===== src/rtl/truth_table_sweeper.sv =====
// Programmable N-input Boolean function held in a loadable 2^N-bit truth table.
// It gives a registered lookup, plus a valid/ready sweep that streams every minterm and counts the ones.
module truth_table_sweeper #(
    parameter int                N          = 4,
    parameter logic [(1<<N)-1:0] TT_DEFAULT = 16'hFDFD
) (
    input  logic              clk,
    input  logic              rst,
    input  logic              load,
    input  logic [(1<<N)-1:0] tt_in,
    input  logic [N-1:0]      in_vec,
    output logic              f,
    input  logic              start,
    output logic              busy,
    output logic              sweep_valid,
    input  logic              sweep_ready,
    output logic [N-1:0]      sweep_idx,
    output logic              sweep_f,
    output logic              done,
    output logic [N:0]        ones_count
);
    typedef enum logic [1:0] {S_IDLE, S_SWEEP, S_DONE} state_t;

    state_t            state;
    logic [(1<<N)-1:0] tt;
    logic [N:0]        count;
    logic [N-1:0]      idx_nxt;
    logic              xfer;

    assign xfer    = sweep_valid & sweep_ready;
    assign idx_nxt = sweep_idx + N'(1);

    always_ff @(posedge clk) begin
        if (rst) begin
            state       <= S_IDLE;
            tt          <= TT_DEFAULT;
            count       <= '0;
            f           <= 1'b0;
            busy        <= 1'b0;
            sweep_valid <= 1'b0;
            sweep_idx   <= '0;
            sweep_f     <= 1'b0;
            done        <= 1'b0;
            ones_count  <= '0;
        end else begin
            f    <= tt[in_vec];
            done <= 1'b0;
            case (state)
                S_IDLE: begin
                    if (load)
                        tt <= tt_in;
                    if (start) begin
                        state       <= S_SWEEP;
                        sweep_idx   <= '0;
                        // A simultaneous load must already be visible to beat 0.
                        sweep_f     <= load ? tt_in[0] : tt[0];
                        count       <= '0;
                        sweep_valid <= 1'b1;
                        busy        <= 1'b1;
                    end
                end
                S_SWEEP: begin
                    if (xfer) begin
                        count <= count + (N+1)'(sweep_f);
                        if (sweep_idx == '1) begin
                            state       <= S_DONE;
                            sweep_valid <= 1'b0;
                        end else begin
                            sweep_idx <= idx_nxt;
                            sweep_f   <= tt[idx_nxt];
                        end
                    end
                end
                S_DONE: begin
                    done       <= 1'b1;
                    busy       <= 1'b0;
                    ones_count <= count;
                    state      <= S_IDLE;
                end
                default: state <= S_IDLE;
            endcase
        end
    end
endmodule


===== config.mk =====
export PLATFORM = sky130hd
export DESIGN_NAME = truth_table_sweeper
export DESIGN_NICKNAME = d
export VERILOG_FILES = /design/src/rtl/truth_table_sweeper.sv
export SDC_FILE = /design/constraint.sdc
export NUM_CORES = 1
export LEC_CHECK = 0
export ABC_CLOCK_PERIOD_IN_PS = 5100
export CORE_MARGIN = 2
export CORE_UTILIZATION = 53
export CTS_CLUSTER_DIAMETER = 100
export CTS_CLUSTER_SIZE = 24
export DETAILED_ROUTE_END_ITERATION = 7
export PLACE_DENSITY = 0.84
export SYNTH_ARGS = -nofsm -noshare
export SYNTH_HDL_FRONTEND = slang
export SYNTH_SLANG_ARGS = --single-unit
export TNS_END_PERCENT = 30

===== constraint.sdc =====
create_clock -name clk -period 5.1 [get_ports clk]
set_input_delay 1.02 -clock clk [delete_from_list [all_inputs] [get_ports clk]]
set_output_delay 1.02 -clock clk [all_outputs]
set_load 0.05 [all_outputs]

==> out/metrics.cfg, run 1 <==
[clock_tree]
clock-root-buffer=sky130_fd_sc_hd__clkbuf_4
cts_made_buffers=5
clock_sink_count=37
holdBufCountCts=0
clock_tree.buffer_depth=2
worst_skew_pair.late_latency_ns=0.36
post_cts_resized=0
post-cts-setup-buffers=0
clock_pin_transition_on_the_worst_setup_and_hold_timing_paths_ns=0.11
htreeDepth=2
tritoncts=done

[synthesis]
syn_nets=191
synth_area_per_cell_sq_um=10.4
netlist-cell-type-count=28
yosys_warnings=0
seq_area_frac_synth_pct=43.6
mappedNetlistArea_sq_um=1700
netlist.top_cell.by_area=sky130_fd_sc_hd__dfxtp_1
synthesis.instances=163
synth-seq-cells=37
post-synth-top-area-fraction_pct=43.6
yosys-top-cells-area=sky130_fd_sc_hd__dfxtp_1 44%, sky130_fd_sc_hd__mux4_2 9.3%, sky130_fd_sc_hd__a211o_1 7.2%

[status]
run_status=complete, no violations

[drt]
routed-via-count=1396
first_iter_violations=76
routed_via_density=5.67
detail_route.first_pass.iterations=4
drt_drc_violations_left=0
postRouteAntennaNets=0
detail_route.wl_per_cell_um=15.7
route.final.wire_length_um=3860

[grt]
grt_pass1_wl_um=6410
track_usage_pct=23.8
antenna_found_initial=0
globalRoute.totalOverflow=0
grt_max_degree=39
grt_pass1_vias=1386

[hold_path]
worst_hold_startpoint=sweep_idx[1]
timing.hold.worst.class=reg -> reg
whs_path_depth=2
worstHoldEndpoint=sweep_idx[1]

[worst_setup_path]
worstSetupEndpointType=output port
timing.critical_path.required_ns=4.08
regToRegEndpoint=sweep_f
worst-setup-path-type=reg -> out
peak_fanout_along_the_critical_path=9
path_delay_family=buffers and inverters
critPathArrivalTime_ns=1.82
timing.critical_path.cells=clkdlybuf4s50_1
crit_buf_inv=1
critical-path-slowest-cell=sky130_fd_sc_hd__clkdlybuf4s50_1
worst_r2r_path_depth=6
ff2ff_setup_slack_ns=2.65
cp_slowest_stage_delay_ns=0.88
reg2reg_from=sweep_idx[0]
crit_path_start_kind=register

[sta]
finalHoldViolCount=0
slew_violations=0
achievable-frequency_mhz=352
setup_violations=0
timing.slew.headroom_pct=55.2
rsz0062_at_grt=false
setup-tns-final_ns=0
timing.final.crit_period_ns=2.84
worst_slack_ns=2.26
clock_skew_ns=0.0261
measured_slew_at_the_worst_slew_check_pin_ns=0.671
fin_crit_sh_pct=55.7
hold_slack_ns=0.507

[floorplanning]
floorplan.die_area_sq_um=3670
core_area_sq_um=3050
starting_density_pct=55.6
ios=39
die_y_um=60.6
rows=20
floorplan.die.width_um=60.6

[place]
pre_cts_ws_ns=2.19
finalWeightedCongestion=0.792
dpl.hpwl_um=2750
buffer_ports.inserted=38

[power]
ir_drop_mv=0.174
leakage_nw=0.811
power.density_cell_area_nw_per_um2=275

[layout]
finalCoreUtilization_pct=71.4
layout_cell_share_with_drive_strength_beyond_1_pct=9.90
n_antenna_cell=0
area.growth.synth_to_final_pct=28.4
design.final.nets=229

[run]
timing.max_cap.violations=0

==> layer usage <==
layer / part of all wire, % / track usage (%)
met2: 50 / 40.6
met5: 0 / 0
met3: 5.8 / 6.82
met4: 1.7 / 9.32
met1: 42 / 28.4
==> layout by cell type, fill, tap and decap left out, types with 2 or more instances in the layout <==
master	count
sky130_fd_sc_hd__buf_4	2
sky130_fd_sc_hd__mux4_1	2
sky130_fd_sc_hd__nor2_1	18
sky130_fd_sc_hd__a21oi_1	7
sky130_fd_sc_hd__a211o_1	14
sky130_fd_sc_hd__xor2_1	5
sky130_fd_sc_hd__nand4_1	3
sky130_fd_sc_hd__a22oi_1	2
sky130_fd_sc_hd__mux4_2	7
sky130_fd_sc_hd__clkbuf_4	5
sky130_fd_sc_hd__ha_1	3
sky130_fd_sc_hd__nor2b_1	17
sky130_fd_sc_hd__dfxtp_1	37
sky130_fd_sc_hd__nand2_1	7
sky130_fd_sc_hd__nand3b_1	2
sky130_fd_sc_hd__clkdlybuf4s50_1	38
sky130_fd_sc_hd__mux2i_1	9
sky130_fd_sc_hd__nor3_1	7
sky130_fd_sc_hd__o21ai_0	3
==> Yosys cell counts <==
cell                       instances
sky130_fd_sc_hd__dfxtp_1          37
sky130_fd_sc_hd__nor2_1           18
sky130_fd_sc_hd__nor2b_1          17
sky130_fd_sc_hd__a211o_1          14
sky130_fd_sc_hd__mux2i_1           9
sky130_fd_sc_hd__a21oi_1           7
sky130_fd_sc_hd__mux4_2            7
sky130_fd_sc_hd__nand2_1           7
sky130_fd_sc_hd__nor3_1            7
sky130_fd_sc_hd__clkbuf_1          6
sky130_fd_sc_hd__xor2_1            5
sky130_fd_sc_hd__buf_2             3
sky130_fd_sc_hd__ha_1              3
sky130_fd_sc_hd__nand4_1           3
sky130_fd_sc_hd__o21ai_0           3
sky130_fd_sc_hd__a22oi_1           2
sky130_fd_sc_hd__mux4_1            2
sky130_fd_sc_hd__nand3b_1          2
sky130_fd_sc_hd__nor3b_1           2
sky130_fd_sc_hd__and3_1            1
sky130_fd_sc_hd__inv_1             1
sky130_fd_sc_hd__mux2_2            1
sky130_fd_sc_hd__nand2b_1          1
sky130_fd_sc_hd__nand3_1           1
sky130_fd_sc_hd__nand4b_1          1
sky130_fd_sc_hd__o22a_1            1
sky130_fd_sc_hd__o31ai_1           1
sky130_fd_sc_hd__or3b_2            1
==> metrics by stage <==
stage               area [sq um]  total power [W]  instances
CTS                         2180         0.000602        246
finish                      2180         0.000599        246
floorplan                   1700         0.000392        163
global route                2180         0.000627        246
global placement            2120         0.000429        238
detailed placement          2120         0.000435        238
==> logic make-up (layout without fill, tap and decap cells) <==
logic type	Yosys count	count (layout)	synth area share [%]
and+or+nand+nor	61	61	18.8
DFF	37	37	43.6
AOI/OAI and AO/OA	28	28	12.0
muxes	19	19	18.3
buffers and inverters	10	49	2.43
xor gates and xnor gates	5	5	2.58
adders and majority gates	3	3	2.21
==> worst max-delay path by stage <==
stage,start,cells after the start,endpoint,slack [ns]
after detailed placement,in_vec[0],4,f,2.19
after floorplan,sweep_idx[1],6,sweep_f,2.70
after global routing,sweep_idx[0],1,sweep_idx[0],2.21
after CTS,sweep_idx[0],1,sweep_idx[0],2.27
after global placement,in_vec[0],4,f,2.23
final,sweep_idx[0],1,sweep_idx[0],2.26
==> state kept, by name (all words and copies together) (netlist names) <==
| name | cells |
|---|---|
| busy | 1 |
| count | 5 |
| done | 1 |
| f | 1 |
| ones_count | 5 |
| state | 2 |
| sweep_f | 1 |
| sweep_idx | 4 |
| sweep_valid | 1 |
| tt | 16 |
==> power breakdown <==
| part | switching (W) | internal (W) | total, W |
|---|---|---|---|
| combinational | 0.0000530 | 0.0000578 | 0.000111 |
| sequential | 0.0000140 | 0.000305 | 0.000319 |
| clock | 0.000102 | 0.0000672 | 0.000170 |
==> layout make-up <==
class | count | area (sq um)
sequential | 37 | 741
fill | 250 | 872
timing repair buffer | 40 | 395
clock buffer | 6 | 51.3
inverter | 1 | 3.75
clock inverter | 2 | 13.8
tap | 44 | 55.1
multi-input combinational | 116 | 921
Note: power is estimated with default switching activity, not from simulation.
==> inputs of run 2 (changes only) <==
ABC_CLOCK_PERIOD_IN_PS = 2400   (was 5100)
CORE_UTILIZATION = 44   (was 53)
PLACE_DENSITY = 0.74   (was 0.84)
clock period = 2.4 ns   (was 5.1 ns; I/O delays follow)
==> run 2 against run 1 <==
Effect of this change: routed wire length shrank 9.5%; worst hold slack lost 0.014 ns; via count shrank 2.5%; critical path type is now reg -> reg; count of clock-buffer cells in the layout grew 1; utilization shrank 11 points.
==> out/metrics.cfg, run 2 (synthesis results as in run 1) <==
[hold_path]
worst_hold_startpoint=sweep_idx[1]
timing.hold.worst.class=reg -> reg
worstHoldEndpoint=sweep_idx[1]
whs_path_depth=2

[clock_tree]
worst_skew_pair.late_latency_ns=0.28
post-cts-setup-buffers=0
post_cts_resized=0
clock_pin_transition_on_the_worst_setup_and_hold_timing_paths_ns=0.07
clock_sink_count=37
holdBufCountCts=0
clock_tree.buffer_depth=2
clock-root-buffer=sky130_fd_sc_hd__clkbuf_8
cts_made_buffers=5
htreeDepth=2
tritoncts=done

[layout]
n_antenna_cell=0
regs_by_ff_count=tt: 16 flops, count: 5 flops, ones_count: 5 flops
most_frequent_standard_cell_in_the_layout_excluding_fill_and_tap_cells=sky130_fd_sc_hd__clkdlybuf4s50_1
stdcell_count=251
area.growth.synth_to_final_pct=31.0
fillerInstances=323
top_register=tt
largest_register_ff_count=16
layout_cell_share_with_drive_strength_beyond_1_pct=10.3
design.final.nets=231
layout_common_cells=38 x sky130_fd_sc_hd__clkdlybuf4s50_1, 36 x sky130_fd_sc_hd__dfxtp_1, 18 x sky130_fd_sc_hd__nor2_1

[drt]
postRouteAntennaNets=0
detail_route.wl_per_cell_um=13.9
route.final.wire_length_um=3500
routed_via_density=5.42
detail_route.first_pass.iterations=4
drt_drc_violations_left=0
first_iter_violations=106
routed-via-count=1361

[sta]
timing.final.crit_period_ns=2.18
achievable-frequency_mhz=459
measured_slew_at_the_worst_slew_check_pin_ns=0.665
setup_violations=0
fin_crit_sh_pct=90.8
worst_slack_ns=0.222
clock_skew_ns=0.00452
slew_violations=0
finalHoldViolCount=0
setup-tns-final_ns=0
timing.slew.headroom_pct=55.6
rsz0062_at_grt=false

[grt]
track_usage_pct=17.9
grt_pass1_wl_um=5920
globalRoute.totalOverflow=0
antenna_found_initial=0
grt_max_degree=39
grt_pass1_vias=1279

[place]
numPlacedInstances=244
finalWeightedCongestion=0.842
pre_cts_ws_ns=0.0240
dpl.hpwl_um=2550
buffer_ports.inserted=38

[worst_setup_path]
reg2reg_from=sweep_idx[1]
peak_fanout_along_the_critical_path=4
regToRegEndpoint=sweep_f
crit_path_start_kind=register
worst_r2r_path_depth=6
timing.critical_path.required_ns=2.56
ff2ff_setup_slack_ns=0.22
worst-setup-path-type=reg -> reg
critPathArrivalTime_ns=2.34
worstSetupEndpointType=register

[floorplanning]
ios=39
die_y_um=66.1
core_area_sq_um=3690
rows=22
floorplan.die_area_sq_um=4370
starting_density_pct=46.0
floorplan.die.width_um=66.1

[power]
ir_drop_mv=0.433
leakage_nw=0.828
power.density_cell_area_nw_per_um2=601
report.power.total_w=0.00134

[status]
run_status=complete, no violations

[run]
timing.max_cap.violations=0

==> run 2: worst max-delay path, stage by stage, from the launching register on <==
cell                      delay (ns)
sky130_fd_sc_hd__dfxtp_2        0.36
sky130_fd_sc_hd__ha_1           0.23
sky130_fd_sc_hd__xor2_1         0.37
sky130_fd_sc_hd__mux4_1         0.60
sky130_fd_sc_hd__mux2_2         0.28
sky130_fd_sc_hd__a21oi_1        0.15
sky130_fd_sc_hd__o31ai_1        0.07
==> run 2: worst max-delay path by stage <==
stage                            start       to  slack [ns]  cells after the start
final                     sweep_idx[1]  sweep_f        0.22                      6
after global routing      sweep_idx[1]  sweep_f        0.11                      6
after CTS                 sweep_idx[1]  sweep_f        0.23                      6
after detailed placement     in_vec[0]        f        0.02                      4
after global placement       in_vec[0]        f        0.06                      4
after floorplan           sweep_idx[0]  sweep_f        0.03                      6
==> run 2: metal layers <==
| metal | share of wire, % | global-route usage (%) | vias to the layer above |
|---|---|---|---|
| met3 | 5.6 | 4.60 | 4 |
| li1 | - | - | 671 |
| met1 | 48 | 23.6 | 638 |
| met5 | 0 | 0 | - |
| met4 | 1.3 | 7.91 | 0 |
| met2 | 45 | 27.8 | 48 |
==> run 2: per-stage QoR <==
step / hold WS, ns / util (%) / instance area, sq um
floorplan: 0.470 / - / 1700
global placement: 0.471 / 57.9 / 2140
detailed placement: 0.483 / 57.9 / 2140
CTS: 0.493 / 60.3 / 2220
global route: 0.514 / 60.3 / 2220
finish: 0.493 / 60.3 / 2220
==> run 2: where the power goes <==
group          total (W)  internal, W  switching, W
Combinational   0.000237     0.000125      0.000112
Clock           0.000423     0.000227      0.000195
Sequential      0.000676     0.000648     0.0000274
Total            0.00134      0.00100      0.000334
==> run 2: area by class of cell <==
type	count	area, sq um	area share, %
Clock buffer	7	86.3	3.88
Sequential cell	37	742	33.4
Tap cell	48	60.1	2.70
Multi-Input combinational cell	116	921	41.4
Timing Repair Buffer	42	410	18.5
Inverter	1	3.75	0.169
